**src/rtl/gfx256_wbm_reader.sv**
```systemverilog
// Read-side Wishbone master with round-robin arbitration for the 256-bit GFX memory port.
// Optional one-line read cache enabled by defining GFX256_WBM_READ_CACHE_EN.
module gfx256_wbm_reader #(
  parameter int NREQ = 3,
  parameter int MDW  = 256
) (
  input  logic                     clk_i,
  input  logic                     rst_i,
  input  logic [NREQ-1:0]          req_i,
  input  logic [NREQ*32-1:0]       addr_i,
  input  logic [NREQ*(MDW/8)-1:0]  sel_i,
  output logic [NREQ-1:0]          ack_o,
  output logic [MDW-1:0]           data_o,
  output logic                     err_o,
  output logic                     wbm_busy_o,
  input  logic                     invalidate_i,
  output logic                     wbm_cyc_o,
  output logic                     wbm_stb_o,
  output logic                     wbm_we_o,
  output logic [31:0]              wbm_adr_o,
  output logic [MDW/8-1:0]         wbm_sel_o,
  input  logic [MDW-1:0]           wbm_dat_i,
  input  logic                     wbm_ack_i,
  input  logic                     wbm_err_i
);

  localparam int IW = (NREQ > 1) ? $clog2(NREQ) : 1;
  localparam int SW = MDW / 8;

  localparam logic [1:0] S_IDLE = 2'd0;
  localparam logic [1:0] S_BUS  = 2'd1;
  localparam logic [1:0] S_ACK  = 2'd2;

  logic [1:0]      r_state;
  logic [IW-1:0]   r_last;
  logic [IW-1:0]   r_win;
  logic [NREQ-1:0] r_ack;
  logic [MDW-1:0]  r_data;
  logic            r_err;
  logic            r_cyc;
  logic [31:0]     r_adr;
  logic [SW-1:0]   r_sel;

  logic            w_found;
  logic [IW-1:0]   w_win;
  logic [IW-1:0]   w_cand;
  logic [31:0]     w_waddr;
  logic [SW-1:0]   w_wsel;
  logic            w_hit;
  logic            w_unused;

  // Round-robin: first requester found scanning upward from last+1.
  always_comb begin
    w_found = 1'b0;
    w_win   = '0;
    w_cand  = '0;
    for (int k = 1; k <= NREQ; k++) begin
      w_cand = IW'((int'(r_last) + k) % NREQ);
      if (!w_found && req_i[w_cand]) begin
        w_found = 1'b1;
        w_win   = w_cand;
      end
    end
  end

  assign w_waddr = addr_i[32*int'(w_win) +: 32];
  assign w_wsel  = sel_i[SW*int'(w_win) +: SW];

`ifdef GFX256_WBM_READ_CACHE_EN
  logic           r_cv;
  logic [26:0]    r_ctag;
  logic [MDW-1:0] r_cline;

  assign w_hit = r_cv && (r_ctag == w_waddr[31:5]);
`else
  assign w_hit = 1'b0;
`endif

  assign w_unused = ^{invalidate_i, w_waddr[4:0]};

  always_ff @(posedge clk_i) begin
    if (rst_i) begin
      r_state <= S_IDLE;
      r_last  <= IW'(NREQ - 1);
      r_win   <= '0;
      r_ack   <= '0;
      r_data  <= '0;
      r_err   <= 1'b0;
      r_cyc   <= 1'b0;
      r_adr   <= '0;
      r_sel   <= '0;
`ifdef GFX256_WBM_READ_CACHE_EN
      r_cv    <= 1'b0;
`endif
    end else begin
      r_ack <= '0;
      r_err <= 1'b0;
      case (r_state)
        S_IDLE: begin
          if (w_found) begin
            r_win  <= w_win;
            r_last <= w_win;
            r_adr  <= {w_waddr[31:5], 5'b0};
            r_sel  <= w_wsel;
            if (w_hit) begin
`ifdef GFX256_WBM_READ_CACHE_EN
              r_data <= r_cline;
`endif
              r_ack   <= NREQ'(1) << w_win;
              r_state <= S_ACK;
            end else begin
              r_cyc   <= 1'b1;
              r_state <= S_BUS;
            end
          end
        end
        S_BUS: begin
          // Error has priority over a simultaneous ack and never fills the cache.
          if (wbm_err_i) begin
            r_cyc   <= 1'b0;
            r_data  <= '0;
            r_err   <= 1'b1;
            r_ack   <= NREQ'(1) << r_win;
            r_state <= S_ACK;
          end else if (wbm_ack_i) begin
            r_cyc   <= 1'b0;
            r_data  <= wbm_dat_i;
            r_ack   <= NREQ'(1) << r_win;
            r_state <= S_ACK;
`ifdef GFX256_WBM_READ_CACHE_EN
            r_cv    <= 1'b1;
            r_ctag  <= r_adr[31:5];
            r_cline <= wbm_dat_i;
`endif
          end
        end
        default: r_state <= S_IDLE;
      endcase
`ifdef GFX256_WBM_READ_CACHE_EN
      if (invalidate_i) r_cv <= 1'b0;
`endif
    end
  end

  assign ack_o      = r_ack;
  assign data_o     = r_data;
  assign err_o      = r_err;
  assign wbm_busy_o = (r_state != S_IDLE);
  assign wbm_cyc_o  = r_cyc;
  assign wbm_stb_o  = r_cyc;
  assign wbm_we_o   = 1'b0;
  assign wbm_adr_o  = r_adr;
  assign wbm_sel_o  = r_sel;

endmodule

```
**config.mk**
```make
export PLATFORM = sky130hd
export DESIGN_NAME = gfx256_wbm_reader
export DESIGN_NICKNAME = d
export VERILOG_FILES = /design/src/rtl/gfx256_wbm_reader.sv
export SDC_FILE = /design/constraint.sdc
export NUM_CORES = 1
export LEC_CHECK = 0
export CORE_AREA = 2 2 309 311
export DETAILED_ROUTE_END_ITERATION = 8
export DIE_AREA = 0 0 311 313
export PLACE_DENSITY = 0.46
export SLEW_MARGIN = 20
export SYNTH_ARGS = -nofsm -noshare
export SYNTH_HDL_FRONTEND = slang
export SYNTH_SLANG_ARGS = --single-unit
```
**constraint.sdc**
```tcl
create_clock -name clk_i -period 4.8 [get_ports clk_i]
set_clock_uncertainty 0.05 [all_clocks]
set_input_delay 0.72 -clock clk_i [delete_from_list [all_inputs] [get_ports clk_i]]
set_output_delay 0.72 -clock clk_i [all_outputs]
set_load 0.01 [all_outputs]
```
==> metrics.txt <==
setup_tns=0 ns; leading area contributor after synthesis=dfxtp_1; root buf cell=clkbuf_16; IO Count=784; clk sinks=roughly 330; Die Area=97300 sq um; post-synthesis sequential area ratio=49.3%; WL/cell=19.4 um; layout cells sized above 1=6.00%; Placement Setup Slack=1.03 ns; total track usage=a little over an eighth; R2R setup slack=about 1.4 ns; setup repair after global routing missed its margin=no; cts hold-fix bufs=0; pin count of the biggest net entering global routing=147; EDFF count, synth=0; switching share of power=34.8%; CTS Buffer Depth=3; peak supply drop=0.000318 V; Worst-path clk slew=0.05 ns; PortBufs=~760; Design Area, Final=about 24000 sq um; CP required=5.25 ns; antenna viol nets, final=0; status=complete, no violations; placer congestion estimate=0.839; power per cell area=467 nW/um^2; Sw Pwr=a little under 4 mW; Multi-input gate area=between 6000 and 7000 sq um; Final Slew Violations=0; routed wire length=approximately 68 mm; met1 Use GR=15.2%; Post-CTS Resized=0; Gate power share=approximately 38%; nets@finish=2656; post-placement cell area=22200 sq um; CTS tree=done; Yosys cell types=a little over 40; row count=113; core area=94200 sq um; first-pass GRT wire length=98.0 mm; Reg-to-Reg End=wbm_adr_o[26]; Tot Pwr=roughly 11 mW; max_slew headroom=~30%; kind of critical path=reg -> reg; postcts setup bufs=0; final setup vio count=0; Pleak=7.91 nW; Worst setup SP type=register; clock buffers created by TritonCTS=46; Reg-to-Reg Start=r_last[0]; placed insts=3413; CP Capture Type=register; top cells by instance count after synthesis=325 x dfxtp_1, 263 x a21oi_1, 259 x nand2_1; Final Critical Period=roughly 3.4 ns; proportion of power drawn by the clock network=32.1%; Hold Path Class=reg -> reg; Non-Filler Instances=3500; asr flop ratio synth=0%; worst-margin pin slew=1.05 ns; Worst setup startpoint=r_last[0]; Cell Area, Synth=13200 sq um; cells after synthesis=around 1500; final routed DRC violation total=0; clk_lat worst skew=0.59 ns; M3 GR Usage=5.27%; sequential power share=30.0%; Die Ht=roughly 310 um; post-layout worst setup margin=1.40 ns; routing usage on met2=23.1%; post-DP HPWL=50.3 mm; fill count=between 10000 and 15000; gr busiest metal=met2; initial antenna violation count=13; f_max=0.294 GHz; H-tree depth=2; Internal=slightly above 7 mW; Overflow after GRT=0; Yosys reg bits=325; top post-synthesis cells by area=dfxtp_1 49%, nand3b_1 15%, a21oi_1 10%, nand2_1 7.4%, mux2i_1 4.6%; Tcrit/Tclk final=70.9%; vias=13600; initial core utilization=14.0%; ys flop type=dfxtp_1; DR pass1 iterations=7; Sequential cell area=6510 sq um; yosys warns=0; R2R depth=8; CP Data Arrival Time=3.86 ns; critical path fanouts, max=31; Iter 0 DRT Violations=663; synthesis-to-layout area growth=80.3%; max cap viols=0; die width=311 um; share of the synthesized area in the top cell type=49.3%; crit path capture=wbm_adr_o[26]; mean post-synth cell area=8.84 sq um; vias in the first global route=13800; Via density=3.89; Fin. Hold Viols=0; top-count cell post-synth=dfxtp_1
## worst min path at each step
stage | startpoint | endpoint | slack (ns) | cells after the start
5_1_grt | data_o[117] | data_o[117] | 0.41 | 2
6_report | data_o[179] | data_o[179] | 0.40 | 2
4_1_cts | data_o[196] | data_o[196] | 0.40 | 2
3_5_place_dp | data_o[241] | data_o[241] | 0.39 | 2
3_3_place_gp | data_o[72] | data_o[72] | 0.39 | 2
2_1_floorplan | r_win[1] | ack_o[0] | 0.38 | 1
## cells by family (layout without fill, tap and decap cells)
family / Yosys count / count (layout) / synth area share, %
mux: 62 / 62 / 4.79
buf+inv: 153 / 888 / 5.07
other cells: 1 / 7 / 0.0284
fa+ha+maj: 4 / 4 / 0.379
simple gates: 553 / 553 / 23.6
flops: 325 / 325 / 49.3
compound gates: 396 / 396 / 16.9
## critical path, cell delays in order (launching register included)
cell	delay, ns
dfxtp_1	0.39
inv_1	0.11
ha_1	0.58
and3b_1	0.32
o41a_4	0.24
a21boi_4	0.85
buf_4	0.53
a22oi_1	0.12
o21ai_0	0.10
## flip-flops by register name, summed over array words and instances, names as in the netlist
signal / count
r_state: 2
wbm_sel_o: 32
err_o: 1
r_last: 2
wbm_cyc_o: 1
r_win: 1
data_o: 256
wbm_adr_o: 27
ack_o: 3
## routing by layer
layer  vias up  share of wire, %
met4        10               2.8
met1      6401                40
met2       520                48
met5         -             0.093
met3        91               8.8
li1       6608                 -
## power by group through the flow
stage	Sequential (mW)	Combinational, mW	Clock (mW)
6_report	3.34	4.21	3.57
5_1_grt	3.39	4.58	3.83
4_1_cts	3.34	4.33	3.72
3_5_place_dp	3.39	4.32	0
3_3_place_gp	3.39	4.32	0
2_1_floorplan	3.52	2.03	0
## final cells by class
class / instances / area share, %
flip-flops and latches: 325 / 27.3
clock inverters: 15 / 0.846
well taps: 1265 / 6.65
clock buffers: 71 / 5.82
diodes: 1 / 0.0105
multi-input cells: 1021 / 25.5
inverters: 5 / 0.0788
repair buffers: 797 / 33.8
## layout by cell type, fill, tap and decap left out, drive strengths merged, types with 2 or more instances in the layout
cell           count
nand2b             6
nand3b           258
clkbuf            71
clkdlybuf4s50    759
a21oi            263
dfxtp            325
nand2            259
mux2i             62
or3                3
nor3b              2
nor2              14
ha                 4
buf               38
nor3               2
or2                2
and3               2
clkinv             6
clkinvlp           3
a22oi             59
bufinv             4
inv                7
a31oi              2
conb               6
o21ai             65
nor2b              3
## metrics by stage
step	hold slack [ns]	utilization [%]
final	0.397	25.3
after global routing	0.412	25.3
after CTS	0.400	25.3
after detailed placement	0.392	23.6
after global placement	0.388	23.6
after floorplan	0.382	-
Note: power is estimated with default switching activity, not from simulation.
==> RTL edit: new RTL, same flow settings <==
The option `GFX256_WBM_READ_CACHE_EN` is turned on by a define.
--- a/src/rtl/gfx256_wbm_reader.sv
+++ b/src/rtl/gfx256_wbm_reader.sv
@@ -1,5 +1,7 @@
 // Read-side Wishbone master with round-robin arbitration for the 256-bit GFX memory port.
 // Optional one-line read cache enabled by defining GFX256_WBM_READ_CACHE_EN.
+`define GFX256_WBM_READ_CACHE_EN
+
 module gfx256_wbm_reader #(
   parameter int NREQ = 3,
   parameter int MDW  = 256
Function: not settled (the Yosys comparison gave no result); the edit may change what the design does.
==> RTL edit against the unedited design <==
Total power grew 100%. Area after synthesis is 100% higher. Via count up 70%. Sequential share of layout area increased by 12 points. Wire length increased by 58%. Setup slack got worse by 1200 ps. Non-clock buffer count is 108 higher. Die area stayed put. First-iteration DRC count grew 97%. Sequential cell count grew 284. Combinational power increased by 130%. Count of clock-buffer cells in the layout is 37 higher. Final area grew 62%. Largest power group unchanged. Critical path depth grew 11.
==> RTL edit: results (changes against the unedited design) <==
cts_setup_buffers: 0  # unchanged
status: "finished, final reports clean"
antenna_found_initial: 34  # +21
cts_max_path_buffers: 3  # unchanged
synthDistinctLibCells: 65  # +59%
wl_met3_um: 9650  # +61%
ys_warn_count: 0  # unchanged
gp_congestion: 0.967  # +15%
cts_made_buffers: 74  # +61%
worst_pin_slew_ps: 1190  # +134 ps
seq_power_mw: 7.14  # +110%
synthTopCellsByArea: "edfxtp_1 32%, dfxtp_1 25%, a211oi_1 8.7%"
critPathTopFamily: "compound AO/OA/AOI/OAI gates"
layout.nets: 3606  # +36%
globalRouteMet1Util_pct: 23.9  # +8.6 points
setup-tns-final_ps: 0  # unchanged
met2_usage_pct: 36.7  # +14 points
io_buffers: 762  # +0.13%
wl_met1_um: 41000  # +52%
grt_pass1_wl_um: 158000  # +61%
synth.area.mux_share_pct: 0.778  # -4.0 points
htree_num_levels: 3  # +1
via_per_inst: 5.16  # +33%
synth-compound-area-share_pct: 22.2  # +5.3 points
grtUsageTotal_pct: 21.1  # +7.7 points
grt_max_degree: 225  # +53%
p_leak_nw: 12.7  # +61%
first_pass_iters: 5  # -2
critPathSlowestCell: "or4b_4"
top_layer: "met5"
root_buffer: "clkbuf_16"
hp-start: "data_o[239]"
cpPeakStageDelay_ps: 620  # -230 ps
avgRoutedWirePerCell_um: 23.9  # +23%
peakVddDrop_mv: 0.411  # +29%
synth_edf_count: 283  # +283
ys_seq_area_share_pct: 56.6  # +7.4 points
globalRouteMet3Util_pct: 7.95  # +2.7 points
dr.first_iter.drc_count: 1305  # +97%
synth_common_cells: "326 x dfxtp_1, 309 x a211oi_1, 283 x edfxtp_1"
async_flop_share_pct: 0  # unchanged
clk_pin_slew_worst_paths_ps: 60
switching_share_pct: 37.1  # +2.3 points
synth-adder-area-share_pct: 0.189  # -0.19 points
clk-power_mw: 5.56  # +56%
ctsResizeCount: 2  # +2
dp_hpwl_um: 71800  # +43%
cp-startpoint: "r_last[0]"
route.met2.wl_um: 53700  # +63%
drive_gt1_share_pct: 9.14  # +3.1 points
synth_xor_area_share_pct: 0.165  # +0.17 points
clock_latency_ps: 630  # +40 ps
cp_max_fo: 18  # -42%
grt_pass1_vias: 23402  # +69%
==> RTL edit: changes by cell type after synthesis, moves of 24 or more <==
cell / unedited run / this run
a211oi_1: 0 / 309
edfxtp_1: 0 / 283
inv_1: 5 / 279
a221oi_1: 0 / 264
nand3b_1: 258 / 0
nor3b_1: 2 / 257
a21oi_1: 263 / 83
nand2_1: 259 / 79
clkbuf_1: 101 / 210
nor2_1: 13 / 69
mux2i_1: 61 / 6
o21ai_0: 53 / 7
a22oi_1: 49 / 14
nand4_1: 0 / 24
==> RTL edit: worst paths after layout <==
path	to	slack (ps)	cells after the start
setup reg to reg	data_o[16]	230	19
hold reg to reg	data_o[239]	400	2
hold / removal	data_o[239]	400	2
setup / recovery	data_o[16]	230	19
==> RTL edit: worst reg2reg max path, stage by stage (launching register included) <==
cell	delay (ps)
dfxtp_1	330
inv_1	100
ha_4	300
buf_4	140
nand2b_1	100
a21oi_1	70
buf_4	160
a211o_1	310
a21oi_4	360
buf_4	200
buf_12	100
a221oi_1	90
a2111oi_2	360
buf_4	170
nand4_1	100
or4b_4	620
buf_12	210
buf_12	200
a221oi_1	350
a211oi_1	100
==> RTL edit: stage by stage <==
stage	setup slack, ps	total power, mW	cell area [um^2]	util (%)	instances
2_1_floorplan	-5810	12.2	26600	-	2435
3_3_place_gp	-504	16.9	36000	38.2	4333
3_5_place_dp	-509	17.0	36000	38.2	4333
4_1_cts	49.8	22.7	38400	40.7	4468
5_1_grt	41.7	23.8	38500	40.9	4482
6_report	232	22.5	38500	40.9	4487
==> RTL edit: final cells by class <==
class	instances	area [um^2]
antenna	17	42.5
clock buffer	108	2110
clock inverter	27	280
fill	9147	55700
inverter	279	1050
multi-input combinational	1277	9340
sequential	609	15000
tap	1265	1580
timing repair buffer	905	9060
